===== src/rtl/g_tcam_array_if.sv =====
// Search/write/result bundle for the ternary CAM array.
// The master side drives writes and search requests; the slave side returns results.
interface g_tcam_array_if #(
    parameter int WIDTH = 32,
    parameter int DEPTH = 16
);
    localparam int ADDR_W = $clog2(DEPTH);

    logic              clr_all;
    logic              wr_en;
    logic [ADDR_W-1:0] wr_addr;
    logic [WIDTH-1:0]  wr_key;
    logic [WIDTH-1:0]  wr_mask;
    logic              wr_vld;
    logic              srch_vld;
    logic [WIDTH-1:0]  srch_key;
    logic              rslt_vld;
    logic              rslt_hit;
    logic [ADDR_W-1:0] rslt_addr;
    logic              rslt_multi;
    logic [ADDR_W:0]   rslt_cnt;

    modport master (
        output clr_all, wr_en, wr_addr, wr_key, wr_mask, wr_vld, srch_vld, srch_key,
        input  rslt_vld, rslt_hit, rslt_addr, rslt_multi, rslt_cnt
    );

    modport slave (
        input  clr_all, wr_en, wr_addr, wr_key, wr_mask, wr_vld, srch_vld, srch_key,
        output rslt_vld, rslt_hit, rslt_addr, rslt_multi, rslt_cnt
    );
endinterface


===== src/rtl/g_tcam_array.sv =====
// Ternary CAM array: DEPTH x WIDTH entries with per-bit don't-care masks and a
// two-stage search pipeline (match vector, then lowest-index encode and popcount).
module g_tcam_array #(
    parameter int WIDTH = 32,
    parameter int DEPTH = 16
) (
    input logic           clk,
    input logic           rst,
    g_tcam_array_if.slave bus
);
    localparam int ADDR_W = $clog2(DEPTH);
    localparam int CNT_W  = ADDR_W + 1;

    logic [WIDTH-1:0]  key_q  [DEPTH];
    logic [WIDTH-1:0]  mask_q [DEPTH];
    logic [DEPTH-1:0]  vld_q;
    logic [DEPTH-1:0]  match_c;
    logic [DEPTH-1:0]  match_q;
    logic              s1_vld_q;

    logic              enc_hit;
    logic [ADDR_W-1:0] enc_addr;
    logic [CNT_W-1:0]  enc_cnt;

    logic              rslt_vld_q;
    logic              rslt_hit_q;
    logic [ADDR_W-1:0] rslt_addr_q;
    logic              rslt_multi_q;
    logic [CNT_W-1:0]  rslt_cnt_q;

    // Out-of-range write addresses never equal any index, so they drop out naturally.
    always_ff @(posedge clk or posedge rst) begin
        if (rst) begin
            vld_q <= '0;
            for (int i = 0; i < DEPTH; i++) begin
                key_q[i]  <= '0;
                mask_q[i] <= '0;
            end
        end else if (bus.clr_all) begin
            vld_q <= '0;
        end else begin
            for (int i = 0; i < DEPTH; i++) begin
                if (bus.wr_en && (bus.wr_addr == ADDR_W'(i))) begin
                    key_q[i]  <= bus.wr_key;
                    mask_q[i] <= bus.wr_mask;
                    vld_q[i]  <= bus.wr_vld;
                end
            end
        end
    end

    always_comb begin
        match_c = '0;
        for (int i = 0; i < DEPTH; i++) begin
            match_c[i] = vld_q[i] && (((bus.srch_key ^ key_q[i]) & ~mask_q[i]) == '0);
        end
    end

    // Idle cycles load an all-zero vector so stage 2 naturally yields zero results.
    always_ff @(posedge clk or posedge rst) begin
        if (rst) begin
            s1_vld_q <= 1'b0;
            match_q  <= '0;
        end else begin
            s1_vld_q <= bus.srch_vld;
            match_q  <= bus.srch_vld ? match_c : '0;
        end
    end

    always_comb begin
        enc_hit  = |match_q;
        enc_addr = '0;
        enc_cnt  = '0;
        for (int i = DEPTH - 1; i >= 0; i--) begin
            if (match_q[i]) begin
                enc_addr = ADDR_W'(i);
            end
        end
        for (int i = 0; i < DEPTH; i++) begin
            enc_cnt = enc_cnt + CNT_W'(match_q[i]);
        end
    end

    always_ff @(posedge clk or posedge rst) begin
        if (rst) begin
            rslt_vld_q   <= 1'b0;
            rslt_hit_q   <= 1'b0;
            rslt_addr_q  <= '0;
            rslt_multi_q <= 1'b0;
            rslt_cnt_q   <= '0;
        end else begin
            rslt_vld_q   <= s1_vld_q;
            rslt_hit_q   <= enc_hit;
            rslt_addr_q  <= enc_addr;
            rslt_multi_q <= (enc_cnt >= CNT_W'(2));
            rslt_cnt_q   <= enc_cnt;
        end
    end

    assign bus.rslt_vld   = rslt_vld_q;
    assign bus.rslt_hit   = rslt_hit_q;
    assign bus.rslt_addr  = rslt_addr_q;
    assign bus.rslt_multi = rslt_multi_q;
    assign bus.rslt_cnt   = rslt_cnt_q;
endmodule


===== src/flat_wrapper.sv =====
// flat-port wrapper written by rule: the top's interface ports become plain ports
module g_tcam_array_flat 
#(
    parameter int WIDTH = 32,
    parameter int DEPTH = 16
)
  (clk, rst, bus_clr_all, bus_wr_en, bus_wr_addr, bus_wr_key, bus_wr_mask, bus_wr_vld, bus_srch_vld, bus_srch_key, bus_rslt_vld, bus_rslt_hit, bus_rslt_addr, bus_rslt_multi, bus_rslt_cnt);
  g_tcam_array_if #(.WIDTH(WIDTH), .DEPTH(DEPTH)) bus_i ();
  input logic clk;
  input logic rst;
  input wire logic [$bits(bus_i.clr_all)-1:0] bus_clr_all;
  input wire logic [$bits(bus_i.wr_en)-1:0] bus_wr_en;
  input wire logic [$bits(bus_i.wr_addr)-1:0] bus_wr_addr;
  input wire logic [$bits(bus_i.wr_key)-1:0] bus_wr_key;
  input wire logic [$bits(bus_i.wr_mask)-1:0] bus_wr_mask;
  input wire logic [$bits(bus_i.wr_vld)-1:0] bus_wr_vld;
  input wire logic [$bits(bus_i.srch_vld)-1:0] bus_srch_vld;
  input wire logic [$bits(bus_i.srch_key)-1:0] bus_srch_key;
  output wire logic [$bits(bus_i.rslt_vld)-1:0] bus_rslt_vld;
  output wire logic [$bits(bus_i.rslt_hit)-1:0] bus_rslt_hit;
  output wire logic [$bits(bus_i.rslt_addr)-1:0] bus_rslt_addr;
  output wire logic [$bits(bus_i.rslt_multi)-1:0] bus_rslt_multi;
  output wire logic [$bits(bus_i.rslt_cnt)-1:0] bus_rslt_cnt;
  assign bus_i.clr_all = bus_clr_all;
  assign bus_i.wr_en = bus_wr_en;
  assign bus_i.wr_addr = bus_wr_addr;
  assign bus_i.wr_key = bus_wr_key;
  assign bus_i.wr_mask = bus_wr_mask;
  assign bus_i.wr_vld = bus_wr_vld;
  assign bus_i.srch_vld = bus_srch_vld;
  assign bus_i.srch_key = bus_srch_key;
  assign bus_rslt_vld = bus_i.rslt_vld;
  assign bus_rslt_hit = bus_i.rslt_hit;
  assign bus_rslt_addr = bus_i.rslt_addr;
  assign bus_rslt_multi = bus_i.rslt_multi;
  assign bus_rslt_cnt = bus_i.rslt_cnt;
  g_tcam_array #(.WIDTH(WIDTH), .DEPTH(DEPTH)) u_core (.clk(clk), .rst(rst), .bus(bus_i));
endmodule

===== config.mk =====
export PLATFORM = sky130hd
export DESIGN_NAME = g_tcam_array_flat
export DESIGN_NICKNAME = d
export VERILOG_FILES = /design/src/rtl/g_tcam_array_if.sv /design/src/rtl/g_tcam_array.sv /design/src/flat_wrapper.sv
export SDC_FILE = /design/constraint.sdc
export NUM_CORES = 2
export LEC_CHECK = 0
export CELL_PAD_IN_SITES_DETAIL_PLACEMENT = 0
export CELL_PAD_IN_SITES_GLOBAL_PLACEMENT = 1
export CORE_MARGIN = 2
export CORE_UTILIZATION = 45
export DETAILED_ROUTE_END_ITERATION = 12
export PLACE_DENSITY_LB_ADDON = 0.15
export SLEW_MARGIN = 25
export SYNTH_ARGS = -nofsm -noshare
export SYNTH_HDL_FRONTEND = slang
export SYNTH_SLANG_ARGS = --single-unit

===== constraint.sdc =====
create_clock -name clk -period 51.3 [get_ports clk]
set_clock_uncertainty 0.15 [all_clocks]
set_input_delay 10.26 -clock clk [delete_from_list [all_inputs] [get_ports clk]]
set_output_delay 10.26 -clock clk [all_outputs]
set_load 0.005 [all_outputs]

== Yosys cells after proc, flatten, opt, wreduce, memory -nomap -nowiden ==
Index checks and enable logic that the tools add are counted.
Word-level totals
  ROM bits: 0
  logic and storage cells: 251
  bits in latches: 0
  flip-flop bits (word level): 1069
  memories: 0
  output and inout port bits: 12
  memory bits (writable): 0
  bits of input ports: 106
Cells by class
  shift operators: 0
  bitwise logic cells: 49
  magnitude comparators: 1
  reductions and logical operators: 82
  eq/ne operators: 15
  add/subtract/negate cells: 15
  multipliers: 0
  multiplexer cells: 34
  div/mod/pow operators: 0
Operators by type and width (number)
  $and A32 B32 Y32: 16
  $logic_not A32 Y1: 16
  $not A32 Y32: 16
  $xor A32 B32 Y32: 16
  $add A5 B1 Y5: 14
  $mux W4: 16
  $eq A4 B4 Y1 const B: 8
  $logic_and A1 B1 Y1: 32
  $mux W16: 2
  $reduce_and A2 Y1: 16
  $reduce_bool A2 Y1: 16
  $eq A4 B3 Y1 const B: 4
  $mux W1: 16
  $reduce_or A16 Y1: 1
  $eq A4 B2 Y1 const B: 2
  $ge A5 B2 Y1 const B: 1
  $eq A4 B1 Y1 const B: 1
  $logic_not A4 Y1: 1
  $add A1 B1 Y2: 1
  $not A1 Y1: 1

== Longest topological paths before layout ==
  depth in word-level cells: 16
  mapped depth: 15
  mapped depth without buffers: 15

== Worst setup path before layout ==
Ideal clock, no wire load.
  path kind: input -> register
  start point: in bus_clr_all
  end point: reg u_core.key_q[0] (netlist name)
  cell stages on the path: 6
  arrival: 11.595 ns
  library setup time: 0.125 ns
  required time: 51.025 ns
  setup slack: 39.430 ns
  buffers on the path: 2
  path through: buf_6 -> nor2b_4 -> nand3_1 -> nor2_2 -> buf_6 -> mux2_2
Between the ends
  cells in the longest elaborated chain, start to end: 2
Ends and longest elaborated chain
  from (decl): line flat_wrapper.sv:11  | input wire logic [$bits(bus_i.clr_all)-1:0] bus_clr_all;
  $not A1 Y1 (no source line)
  $reduce_and A2 Y1 (no source line)
  to (signal, indexed assignment): line g_tcam_array.sv:44  | key_q[i] <= bus.wr_key;
  to (decl): line g_tcam_array.sv:14  | logic [WIDTH-1:0] key_q [DEPTH];
No other way between the ends.
A chain may end at the register's enable or synchronous reset.

==> flow_summary.toml <==
[logic_synthesis]
ys_seq_area_share_pct = 56.2
ys.flop_type = "dfrtp_1"
synth_fp_nets = 3545
netlist_area_um2 = 47600
synth_top_area_share_pct = 56.2
synth_edf_count = 0
netlist_instances = 3422
synth.area.top_cells = "dfrtp_1 56%, mux2_2 24%, xnor2_1 9.4%"
yosysWarnings = 0
synth_cell_types = 47
synth_seq_cells = 1069
synthArstFlopShare_pct = 100
yosys.area.top_type = "dfrtp_1"
syn_area_per_cell_um2 = 13.9

[critical_path]
arrival_ns = 13.79
cpLargestDelayFamily = "buffers and inverters"
worst_setup_path_start_kind = "input pin"
cp_common_cell = "buf_4"
slowest_delay_ns = 0.80
crit_chain = "clkdlybuf4s50_1 > inv_8 > buf_4 > buf_6 > buf_4"
worst-path-buf-inv = 5
critPathSlowestCell = "buf_4"
end_kind = "asynchronous set/reset pin"
crit_type = "input pin to asynchronous set/reset pin"
required_ns = 51.89
worstPathMaxFanout = 121

[power_and_ir_drop]
power_density_nw_per_um2 = 44.1
leakage_uw = 0.0235
peakVddDrop_v = 0.0000314
finalPower_uw = 2380

[floorplanning]
die-area_um2 = 108000
coreArea_um2 = 105000
io_pins = 118
start_util_pct = 45.3
die_w_um = 329
die_height_um = 329
rows = 119

[clocking]
cts.clk_slew.worst_paths_ns = 0.06
h-tree-depth = 3
ctsHoldBuffers = 0
cts.sinks = 1069
cts_inserted_buffers = 115
insertion_delay_ns = 0.72
post_cts_buffers = 0
clockBufferDepth = 3
clock-root-buffer = "clkbuf_16"
cts_resized = 0
cts_tree = "built"

[cells_and_area]
layout_common_cells = "1069 x dfrtp_1, 1003 x mux2_2, 513 x xnor2_1"
regArea_um2 = 26800
fin_area_um2 = 53900
nNetsFinal = 3601
final_layout_size_suffix_gt1_share_pct = 36.3
area_delta_synth_final_pct = 13.2
final_common_cell = "dfrtp_1"
multi_input_area_um2 = 19600
nFillCells = 8912

[routing]
dr.pass1.iters = 5
vias = 28000
drt_iter0_drc = 1823
avgRoutedWirePerCell_um = 28.0
drcViolationCount = 0
via_per_inst = 5.63
final_antenna_net_count = 0
wl_um = 139000

[global_routing]
grt_pass1_wl_um = 205000
gr-total-overflow = 0
grt_use_met3_pct = 2.86
grt_pass1_vias = 29700
antenna_found_initial = 32
grt_max_degree = 181
use_met2_pct = 44.2
grtUsageMet1_pct = 34.8
grt.busiest_layer = "met2"
grt_usage_pct = 26.0

[timing]
setup-tns-final_ns = 0
report.final.slew_viol_count = 0
maxSlewHeadroom_pct = 23.6
worst_slack_ns = 38.10
fmax_mhz = 75.7
rsz0062_at_grt = "false"
setup_violations = 0
post-route-min-period_ns = 13.20
post-route-period-util_pct = 25.7
whs_ns = 0.201
tightest_slew_ns = 1.14
hold_viol = 0

[placed_design]
io_buffers = 117
place_area_um2 = 49700
gp_congestion = 0.867
dp_hpwl_um = 90400
place_ws_ns = 36.78

[run]
maxCapViolCount = 0

[hold_path]
hold_path_class = "register to register"

[status]
status = "finished clean"
[per-stage QoR]
stage	utilization, %	std cells
global route	51.3	4969
CTS	51.1	4956
floorplan	-	3422
finish	51.3	4969
detailed placement	47.3	4746
global placement	47.3	4745
[layout make-up]
type,count,share of cell area (%)
antenna,7,0.0325
clock buffer,166,6.38
clock inverter,44,1.04
multi-input combinational,2093,36.3
sequential,1069,49.6
timing repair buffer,175,3.16
tap,1391,3.23
inverter,24,0.181
[synth_stat cells (3+ instances only)]
cell,instances
nand3_1,6
o22ai_1,224
nand2_2,9
a21oi_1,15
buf_6,25
nor2_2,5
buf_4,14
nor2b_1,5
mux2_1,21
clkbuf_1,102
nand4_1,17
fa_1,10
o22a_1,16
nor4_1,3
buf_2,89
inv_1,24
xnor2_1,513
nor3_1,20
clkbuf_8,6
mux2_2,1003
nor2_1,129
nand2_1,18
ha_1,7
o21ai_0,12
mux2i_1,4
dfrtp_1,1069
o2111ai_1,33
[state kept, by name, summed over array words and instances, names as in the netlist]
signal and cells:
u_core.bus.rslt_addr 4, u_core.bus.rslt_cnt 5, u_core.bus.rslt_hit 1, u_core.bus.rslt_multi 1, u_core.bus.rslt_vld 1, u_core.key_q 512
u_core.mask_q 512, u_core.match_q 16, u_core.s1_vld_q 1, u_core.vld_q 16
[routing by layer]
metal / vias up / part of all wire, %
li1: 12200 / -
met5: - / 0.024
met1: 15000 / 43
met4: 6 / 2.7
met3: 214 / 3.9
met2: 578 / 50
[power breakdown]
group	total (µW)	internal, µW	switching, µW
clock network	865	515	351
logic	416	221	194
registers	1100	1000	95.3
total	2380	1740	640
[worst paths after layout]
check                                   from                    end  slack, ns  cells after the start
setup / recovery                         rst     u_core.mask_q[477]      38.10                      5
hold / removal               u_core.s1_vld_q    u_core.bus.rslt_vld       0.20                      0
setup reg to reg           u_core.match_q[0]  u_core.bus.rslt_multi      46.51                     13
hold reg to reg              u_core.s1_vld_q    u_core.bus.rslt_vld       0.20                      0
max in group clk                 bus_clr_all        u_core.key_q[8]      38.27                      6
min in group asynchronous                rst     u_core.mask_q[474]       9.94                      2
[logic make-up after synthesis]
logic type               Yosys count  synth area share (%)
XOR/XNOR                         514                  9.46
AO/OA/AOI/OAI                    308                  4.27
AND/OR/NAND/NOR                  226                  2.26
buffers and inverters            260                  2.91
flip-flops                      1069                  56.2
adder cells (fa/ha/maj)           17                 0.604
multiplexers                    1028                  24.3
No activity file was read; power rests on OpenSTA's default activity.
